File: src/rtl/clk_region_pkg.sv
// Shared constants and FSM state type for the pixel-region column divider.
package clk_region_pkg;

  localparam int unsigned L_MIN    = 220;
  localparam int unsigned R_MAX    = 1060;
  localparam int unsigned T_MIN    = 210;
  localparam int unsigned B_MAX    = 510;
  localparam int unsigned FRAC_DEF = 6;

  typedef enum logic [1:0] {
    ST_IDLE,
    ST_CALC,
    ST_PEND
  } state_t;

endpackage

File: src/rtl/clk_region_split_calc.sv
// Sequential split-point calculator: one clamped weight * span product per step,
// results held in staging registers until the top commits them.
module clk_region_split_calc
  import clk_region_pkg::*;
#(
  parameter int unsigned N_REG = 3,
  parameter int unsigned XW    = 11,
  parameter int unsigned FRAC  = FRAC_DEF
) (
  input  logic                       clk,
  input  logic                       rst_n,
  input  logic                       load,
  input  logic                       step,
  input  logic [XW-1:0]              left,
  input  logic [XW-1:0]              right,
  input  logic [(N_REG-1)*FRAC-1:0]  split_w,
  output logic                       last,
  output logic [(N_REG+1)*XW-1:0]    stage_bound
);

  localparam int unsigned KW = $clog2(N_REG);

  logic [XW-1:0]             left_q;
  logic [XW-1:0]             right_q;
  logic [XW-1:0]             span;
  logic [XW-1:0]             s_k;
  logic [(N_REG-1)*FRAC-1:0] w_q;
  logic [(N_REG-1)*FRAC-1:0] w_shift;
  logic [FRAC-1:0]           w_cur;
  logic [FRAC-1:0]           w_prev;
  logic [FRAC-1:0]           w_clamp;
  logic [KW-1:0]             k_q;
  logic [XW+FRAC-1:0]        prod;

  assign span    = right_q - left_q;
  assign w_shift = w_q >> (int'(k_q) * FRAC);
  assign w_cur   = w_shift[FRAC-1:0];
  // Running maximum keeps split points monotonic even for unordered weights.
  assign w_clamp = (w_cur > w_prev) ? w_cur : w_prev;
  assign prod    = {{FRAC{1'b0}}, span} * {{XW{1'b0}}, w_clamp};
  assign s_k     = left_q + prod[XW+FRAC-1:FRAC];
  assign last    = (k_q == KW'(N_REG - 2));

  always_ff @(posedge clk or negedge rst_n) begin
    if (!rst_n) begin
      left_q      <= '0;
      right_q     <= '0;
      w_q         <= '0;
      w_prev      <= '0;
      k_q         <= '0;
      stage_bound <= '0;
    end else if (load) begin
      left_q                          <= left;
      right_q                         <= right;
      w_q                             <= split_w;
      w_prev                          <= '0;
      k_q                             <= '0;
      stage_bound[0 +: XW]            <= left;
      stage_bound[N_REG*XW +: XW]     <= right;
    end else if (step) begin
      stage_bound[(int'(k_q) + 1)*XW +: XW] <= s_k;
      w_prev                                <= w_clamp;
      k_q                                   <= k_q + KW'(1);
    end
  end

endmodule

File: src/rtl/clk_region_divider_n.sv
// N-column screen-region divider: config FSM with frame-synchronous commit and a
// registered one-hot per-region enable for every pixel.
module clk_region_divider_n
  import clk_region_pkg::*;
#(
  parameter int unsigned N_REG = 3,
  parameter int unsigned XW    = 11,
  parameter int unsigned YW    = 10,
  parameter int unsigned FRAC  = FRAC_DEF
) (
  input  logic                        clk,
  input  logic                        rst_n,
  input  logic                        frame_start,
  input  logic                        cfg_valid,
  input  logic [XW-1:0]               left,
  input  logic [XW-1:0]               right,
  input  logic [YW-1:0]               top,
  input  logic [YW-1:0]               bottom,
  input  logic [(N_REG-1)*FRAC-1:0]   split_w,
  input  logic                        pix_valid,
  input  logic [XW-1:0]               x,
  input  logic [YW-1:0]               y,
  output logic [N_REG-1:0]            en,
  output logic [$clog2(N_REG)-1:0]    region_idx,
  output logic                        out_valid,
  output logic                        outside,
  output logic                        busy,
  output logic                        cfg_err,
  output logic [(N_REG+1)*XW-1:0]     bound
);

  localparam int unsigned IW = $clog2(N_REG);
  localparam logic [XW-1:0] WIN_L = XW'(L_MIN);
  localparam logic [XW-1:0] WIN_R = XW'(R_MAX);
  localparam logic [YW-1:0] WIN_T = YW'(T_MIN);
  localparam logic [YW-1:0] WIN_B = YW'(B_MAX);

  state_t state, state_nx;
  logic   load, step, commit, reject, last, cfg_bad;
  logic   cfg_ok;
  logic [(N_REG+1)*XW-1:0] stage_bound;
  logic [YW-1:0]           stage_top, stage_bot;
  logic [YW-1:0]           top_r, bot_r;
  logic [N_REG-1:0]        hit;
  logic                    in_win, in_rows;
  logic [N_REG-1:0]        en_nx;
  logic [IW-1:0]           idx_nx;
  logic                    outside_nx;

  assign cfg_bad = (right <= left) || (bottom <= top);

  always_ff @(posedge clk or negedge rst_n) begin
    if (!rst_n) state <= ST_IDLE;
    else        state <= state_nx;
  end

  always_comb begin
    state_nx = state;
    load     = 1'b0;
    step     = 1'b0;
    commit   = 1'b0;
    reject   = 1'b0;
    case (state)
      ST_IDLE: begin
        if (cfg_valid) begin
          if (cfg_bad) begin
            reject = 1'b1;
          end else begin
            load     = 1'b1;
            state_nx = ST_CALC;
          end
        end
      end
      ST_CALC: begin
        step = 1'b1;
        if (last) state_nx = ST_PEND;
      end
      ST_PEND: begin
        if (frame_start) begin
          commit   = 1'b1;
          state_nx = ST_IDLE;
        end
      end
      default: state_nx = ST_IDLE;
    endcase
  end

  clk_region_split_calc #(
    .N_REG (N_REG),
    .XW    (XW),
    .FRAC  (FRAC)
  ) u_split_calc (
    .clk         (clk),
    .rst_n       (rst_n),
    .load        (load),
    .step        (step),
    .left        (left),
    .right       (right),
    .split_w     (split_w),
    .last        (last),
    .stage_bound (stage_bound)
  );

  always_ff @(posedge clk or negedge rst_n) begin
    if (!rst_n) begin
      stage_top <= '0;
      stage_bot <= '0;
      top_r     <= '0;
      bot_r     <= '0;
      bound     <= '0;
      cfg_ok    <= 1'b0;
      busy      <= 1'b0;
      cfg_err   <= 1'b0;
    end else begin
      busy    <= (state_nx != ST_IDLE);
      cfg_err <= reject;
      if (load) begin
        stage_top <= top;
        stage_bot <= bottom;
      end
      if (commit) begin
        bound  <= stage_bound;
        top_r  <= stage_top;
        bot_r  <= stage_bot;
        cfg_ok <= 1'b1;
      end
    end
  end

  for (genvar k = 0; k < N_REG; k++) begin : g_col
    logic [XW-1:0] lo, hi;
    assign lo     = bound[k*XW +: XW];
    assign hi     = bound[(k+1)*XW +: XW];
    assign hit[k] = (x >= lo) && (x < hi);
  end

  assign in_win  = (x >= WIN_L) && (x <= WIN_R) && (y >= WIN_T) && (y <= WIN_B);
  assign in_rows = cfg_ok && (y >= top_r) && (y < bot_r);

  // Descending scan so the lowest-indexed hitting column is the one that sticks.
  always_comb begin
    en_nx      = '0;
    idx_nx     = '0;
    outside_nx = 1'b0;
    if (pix_valid) begin
      if (!in_win) begin
        en_nx      = '1;
        outside_nx = 1'b1;
      end else if (in_rows) begin
        for (int unsigned i = N_REG; i > 0; i--) begin
          if (hit[i-1]) begin
            en_nx  = N_REG'(1) << (i - 1);
            idx_nx = IW'(i - 1);
          end
        end
      end
    end
  end

  always_ff @(posedge clk or negedge rst_n) begin
    if (!rst_n) begin
      en         <= '0;
      region_idx <= '0;
      out_valid  <= 1'b0;
      outside    <= 1'b0;
    end else begin
      en         <= en_nx;
      region_idx <= idx_nx;
      out_valid  <= pix_valid;
      outside    <= outside_nx;
    end
  end

endmodule

File: config.mk
export PLATFORM = sky130hd
export DESIGN_NAME = clk_region_divider_n
export DESIGN_NICKNAME = d
export VERILOG_FILES = /design/src/rtl/clk_region_pkg.sv /design/src/rtl/clk_region_split_calc.sv /design/src/rtl/clk_region_divider_n.sv
export SDC_FILE = /design/constraint.sdc
export NUM_CORES = 1
export LEC_CHECK = 0
export ABC_AREA = 1
export BUFFER_PORTS_ARGS = -buffer_cell sky130_fd_sc_hd__buf_4
export CORE_ASPECT_RATIO = 0.5
export CORE_MARGIN = 1
export CORE_UTILIZATION = 35
export DETAILED_ROUTE_END_ITERATION = 7
export SLEW_MARGIN = 20
export SYNTH_ARGS = -nofsm -noshare
export SYNTH_HDL_FRONTEND = slang
export SYNTH_SLANG_ARGS = --single-unit
File: constraint.sdc
create_clock -name clk -period 8.6 [get_ports clk]
set_clock_uncertainty 0.05 [all_clocks]
set_input_delay 0.86 -clock clk [delete_from_list [all_inputs] [get_ports clk]]
set_output_delay 0.86 -clock clk [all_outputs]
set_load 0.05 [all_outputs]
==> impl_metrics.json <==
{
  "hold_ws_ps": 413,
  "fin_area_um2": 15100,
  "synth-edff-count": 0,
  "synthArstFlopShare_pct": 100,
  "syn_to_final_growth_pct": 16.3,
  "reg2reg_depth": 41,
  "dieArea_um2": 37900,
  "synth_area_um2": 13000,
  "required_ps": 8930,
  "cap_viol_max_count": 0,
  "setup_tns_ps": 0,
  "max_freq_ghz": 0.129,
  "dpl_cell_area_um2": 14500,
  "hp-class": "reg -> reg",
  "clock_path_buffers": 2,
  "path_clk_slew_ps": 70,
  "dr.pass1.iters": 7,
  "final.min_clock_period_ps": 7730,
  "drt_iter0_drc": 850,
  "synthDistinctLibCells": 58,
  "viasPerCell": 4.92,
  "holdPathStages": 2,
  "grt_pass1_vias": 10712,
  "drive_above_1_share_pct": 12.8,
  "wl_per_cell_um": 16.7,
  "cpPeakStageDelay_ps": 620,
  "rr_endpoint": "u_split_calc.stage_bound[18]$_DFFE_PN0P_",
  "htreeDepth": 4,
  "synth_cells": 1637,
  "violations": "DRC",
  "run_status": "finished with violations",
  "crit_path_start_kind": "flip-flop",
  "cp-end-kind": "flip-flop",
  "initial_core_util_pct": 35.8,
  "layout.nets": 2021,
  "synthesis.nets": 1897,
  "slew_violations": 0,
  "antenna_found_initial": 0,
  "synth.avg_cell_area_um2": 7.92,
  "root_buffer": "clkbuf_16",
  "remaining_drc_errors": 10,
  "gp_congestion": 0.963,
  "yosys.area.top_type": "dfrtp_1",
  "path_max_fanout": 24,
  "hold_viol_final": 0,
  "cts.sinks": 182,
  "core_um2": 36200,
  "ys_ff_latch": 182,
  "placed_cells": 2226,
  "crit_type": "reg -> reg",
  "layoutNonFillerInstCount": 2258,
  "synth_top_area_share_pct": 35.1,
  "seq_area_frac_synth_pct": 35.1,
  "ios": 133,
  "grt_max_degree": 104,
  "synth_ff_type": "dfrtp_1",
  "gr-total-overflow": 0,
  "reg2reg_slack_ps": 870,
  "port_buffers": 132,
  "arrival_ps": 8060,
  "setup_violations": 0,
  "clk_latency_ps": 440,
  "synth_area_leaders": "dfrtp_1 (35%), ha_1 (14%), nand2_1 (9.9%), inv_1 (7.9%), fa_1 (5.9%)",
  "dpl.hpwl_um": 29900,
  "vias": 11115,
  "worst_pin_slew_ps": 1040,
  "cts_made_buffers": 17,
  "drt-total-wl_um": 37700,
  "ys_warn_count": 0,
  "grtUsageTotal_pct": 20.5,
  "grt_pass1_wl_um": 60400,
  "antenna_left": 0,
  "worst_path_max_delay_cell": "dfrtp_2",
  "cts_tree": "built",
  "cp_common_cell": "nand2_1",
  "cts_hold_buf": 0,
  "n_antenna_cell": 0,
  "rsz0062_at_grt": "no",
  "finalCritPeriodShare_pct": 89.9,
  "min_to": "cfg_ok$_DFFE_PN0P_",
  "timing.slew.headroom_pct": 29.8,
  "die_w_um": 274,
  "hp-start": "cfg_ok$_DFFE_PN0P_",
  "r2r-start": "u_split_calc.k_q[0]$_DFFE_PN0P_",
  "rows": 49,
  "fp.dieH_um": 138
}
-- registers in the layout, indices dropped and copies added (netlist names) --
| register | count |
|---|---|
| stage_bot | 10 |
| busy | 1 |
| u_split_calc.w_q | 12 |
| u_split_calc.stage_bound | 44 |
| u_split_calc.left_q | 11 |
| top_r | 10 |
| region_idx | 2 |
| en | 3 |
| u_split_calc.right_q | 11 |
| bound | 44 |
| state | 2 |
| outside | 1 |
| u_split_calc.k_q | 2 |
| cfg_ok | 1 |
| out_valid | 1 |
| stage_top | 10 |
| bot_r | 10 |
| cfg_err | 1 |
| u_split_calc.w_prev | 6 |
-- cells by family after synthesis --
group                    after synthesis  synth area share, %
flip-flops                           182                 35.1
XOR/XNOR                              26                 1.76
AND/OR/NAND/NOR                      613                 20.2
multiplexers                           3                0.261
adder cells (fa/ha/maj)              180                 19.6
AO/OA/AOI/OAI                        309                 13.5
buffers and inverters                324                 9.56
-- worst max-delay path: cells and delay by family (launching register included) --
family / cells / cell delay (ps)
XOR/XNOR: 2 / 450
AO/OA/AOI/OAI: 8 / 1270
flip-flops: 1 / 620
AND/OR/NAND/NOR: 18 / 1900
buffers and inverters: 7 / 760
adder cells (fa/ha/maj): 6 / 2580
-- layer usage --
layer,up-vias,part of all wire (%),track usage (%)
li1,5565,-,-
met1,5269,50,30.3
met2,248,45,31.8
met3,33,4.2,2.83
met4,0,1.2,4.12
met5,-,0,0
-- metrics by stage --
stage	setup slack [ps]	util, %
2_1_floorplan	1660	-
3_3_place_gp	728	40.1
3_5_place_dp	617	40.1
4_1_cts	552	41.7
5_1_grt	66.3	41.7
6_report	872	41.7
-- layout make-up --
class | count | area, um2
Clock buffer | 18 | 439
Clock inverter | 14 | 131
Fill cell | 3722 | 21100
Inverter | 286 | 1070
Multi-Input combinational cell | 1131 | 7190
Sequential cell | 182 | 4560
Tap cell | 484 | 606
Timing Repair Buffer | 143 | 1080
-- cells in the mapped netlist (11+ instances only) --
| library cell | instances |
|---|---|
| o21ai_0 | 115 |
| xor2_1 | 17 |
| inv_2 | 12 |
| a21oi_1 | 106 |
| nand3_1 | 67 |
| ha_1 | 142 |
| nand4_1 | 19 |
| nor2_1 | 130 |
| inv_1 | 272 |
| o21ai_1 | 17 |
| nand2_1 | 343 |
| fa_1 | 38 |
| clkbuf_1 | 22 |
| nor3_1 | 11 |
| dfrtp_1 | 182 |
| buf_2 | 13 |
| o22ai_1 | 14 |
-- layout by cell type, fill, tap and decap left out, drive strengths merged, types with 6 or more instances in the layout --
master / netlist / final
nand2: 353 / 353
inv: 284 / 292
dfrtp: 182 / 182
ha: 142 / 142
buf: 16 / 142
nor2: 140 / 140
o21ai: 133 / 133
a21oi: 108 / 108
nand3: 72 / 72
fa: 38 / 38
nand4: 19 / 19
clkbuf: 22 / 19
xor2: 17 / 17
o22ai: 14 / 14
nor3: 13 / 13
o211ai: 10 / 10
xnor2: 9 / 9
clkinv: 2 / 7
nor4: 6 / 6
o31ai: 6 / 6
o21bai: 6 / 6
or2: 6 / 6
-- repair_timing --
action / in CTS / in global routing
setup buffers: 0 / 0
resized for setup: 0 / 2
setup endpoints to repair: 0 / 14
-- how the worst max path moves through the flow --
| stage | to | startpoint | slack (ps) |
|---|---|---|---|
| 2_1_floorplan | u_split_calc.stage_bound[43]$_DFFE_PN0P_ | u_split_calc.k_q[0]$_DFFE_PN0P_ | 1660 |
| 3_3_place_gp | u_split_calc.stage_bound[26]$_DFFE_PN0P_ | u_split_calc.k_q[0]$_DFFE_PN0P_ | 730 |
| 3_5_place_dp | u_split_calc.stage_bound[18]$_DFFE_PN0P_ | u_split_calc.k_q[0]$_DFFE_PN0P_ | 620 |
| 4_1_cts | u_split_calc.stage_bound[18]$_DFFE_PN0P_ | u_split_calc.k_q[0]$_DFFE_PN0P_ | 550 |
| 5_1_grt | u_split_calc.stage_bound[18]$_DFFE_PN0P_ | u_split_calc.k_q[1]$_DFFE_PN0P_ | 70 |
| 6_report | u_split_calc.stage_bound[18]$_DFFE_PN0P_ | u_split_calc.k_q[0]$_DFFE_PN0P_ | 870 |
Power is left out: the tool's default activity adds up to more than one toggle a clock period on the data nets, which glitch-free logic cannot reach.
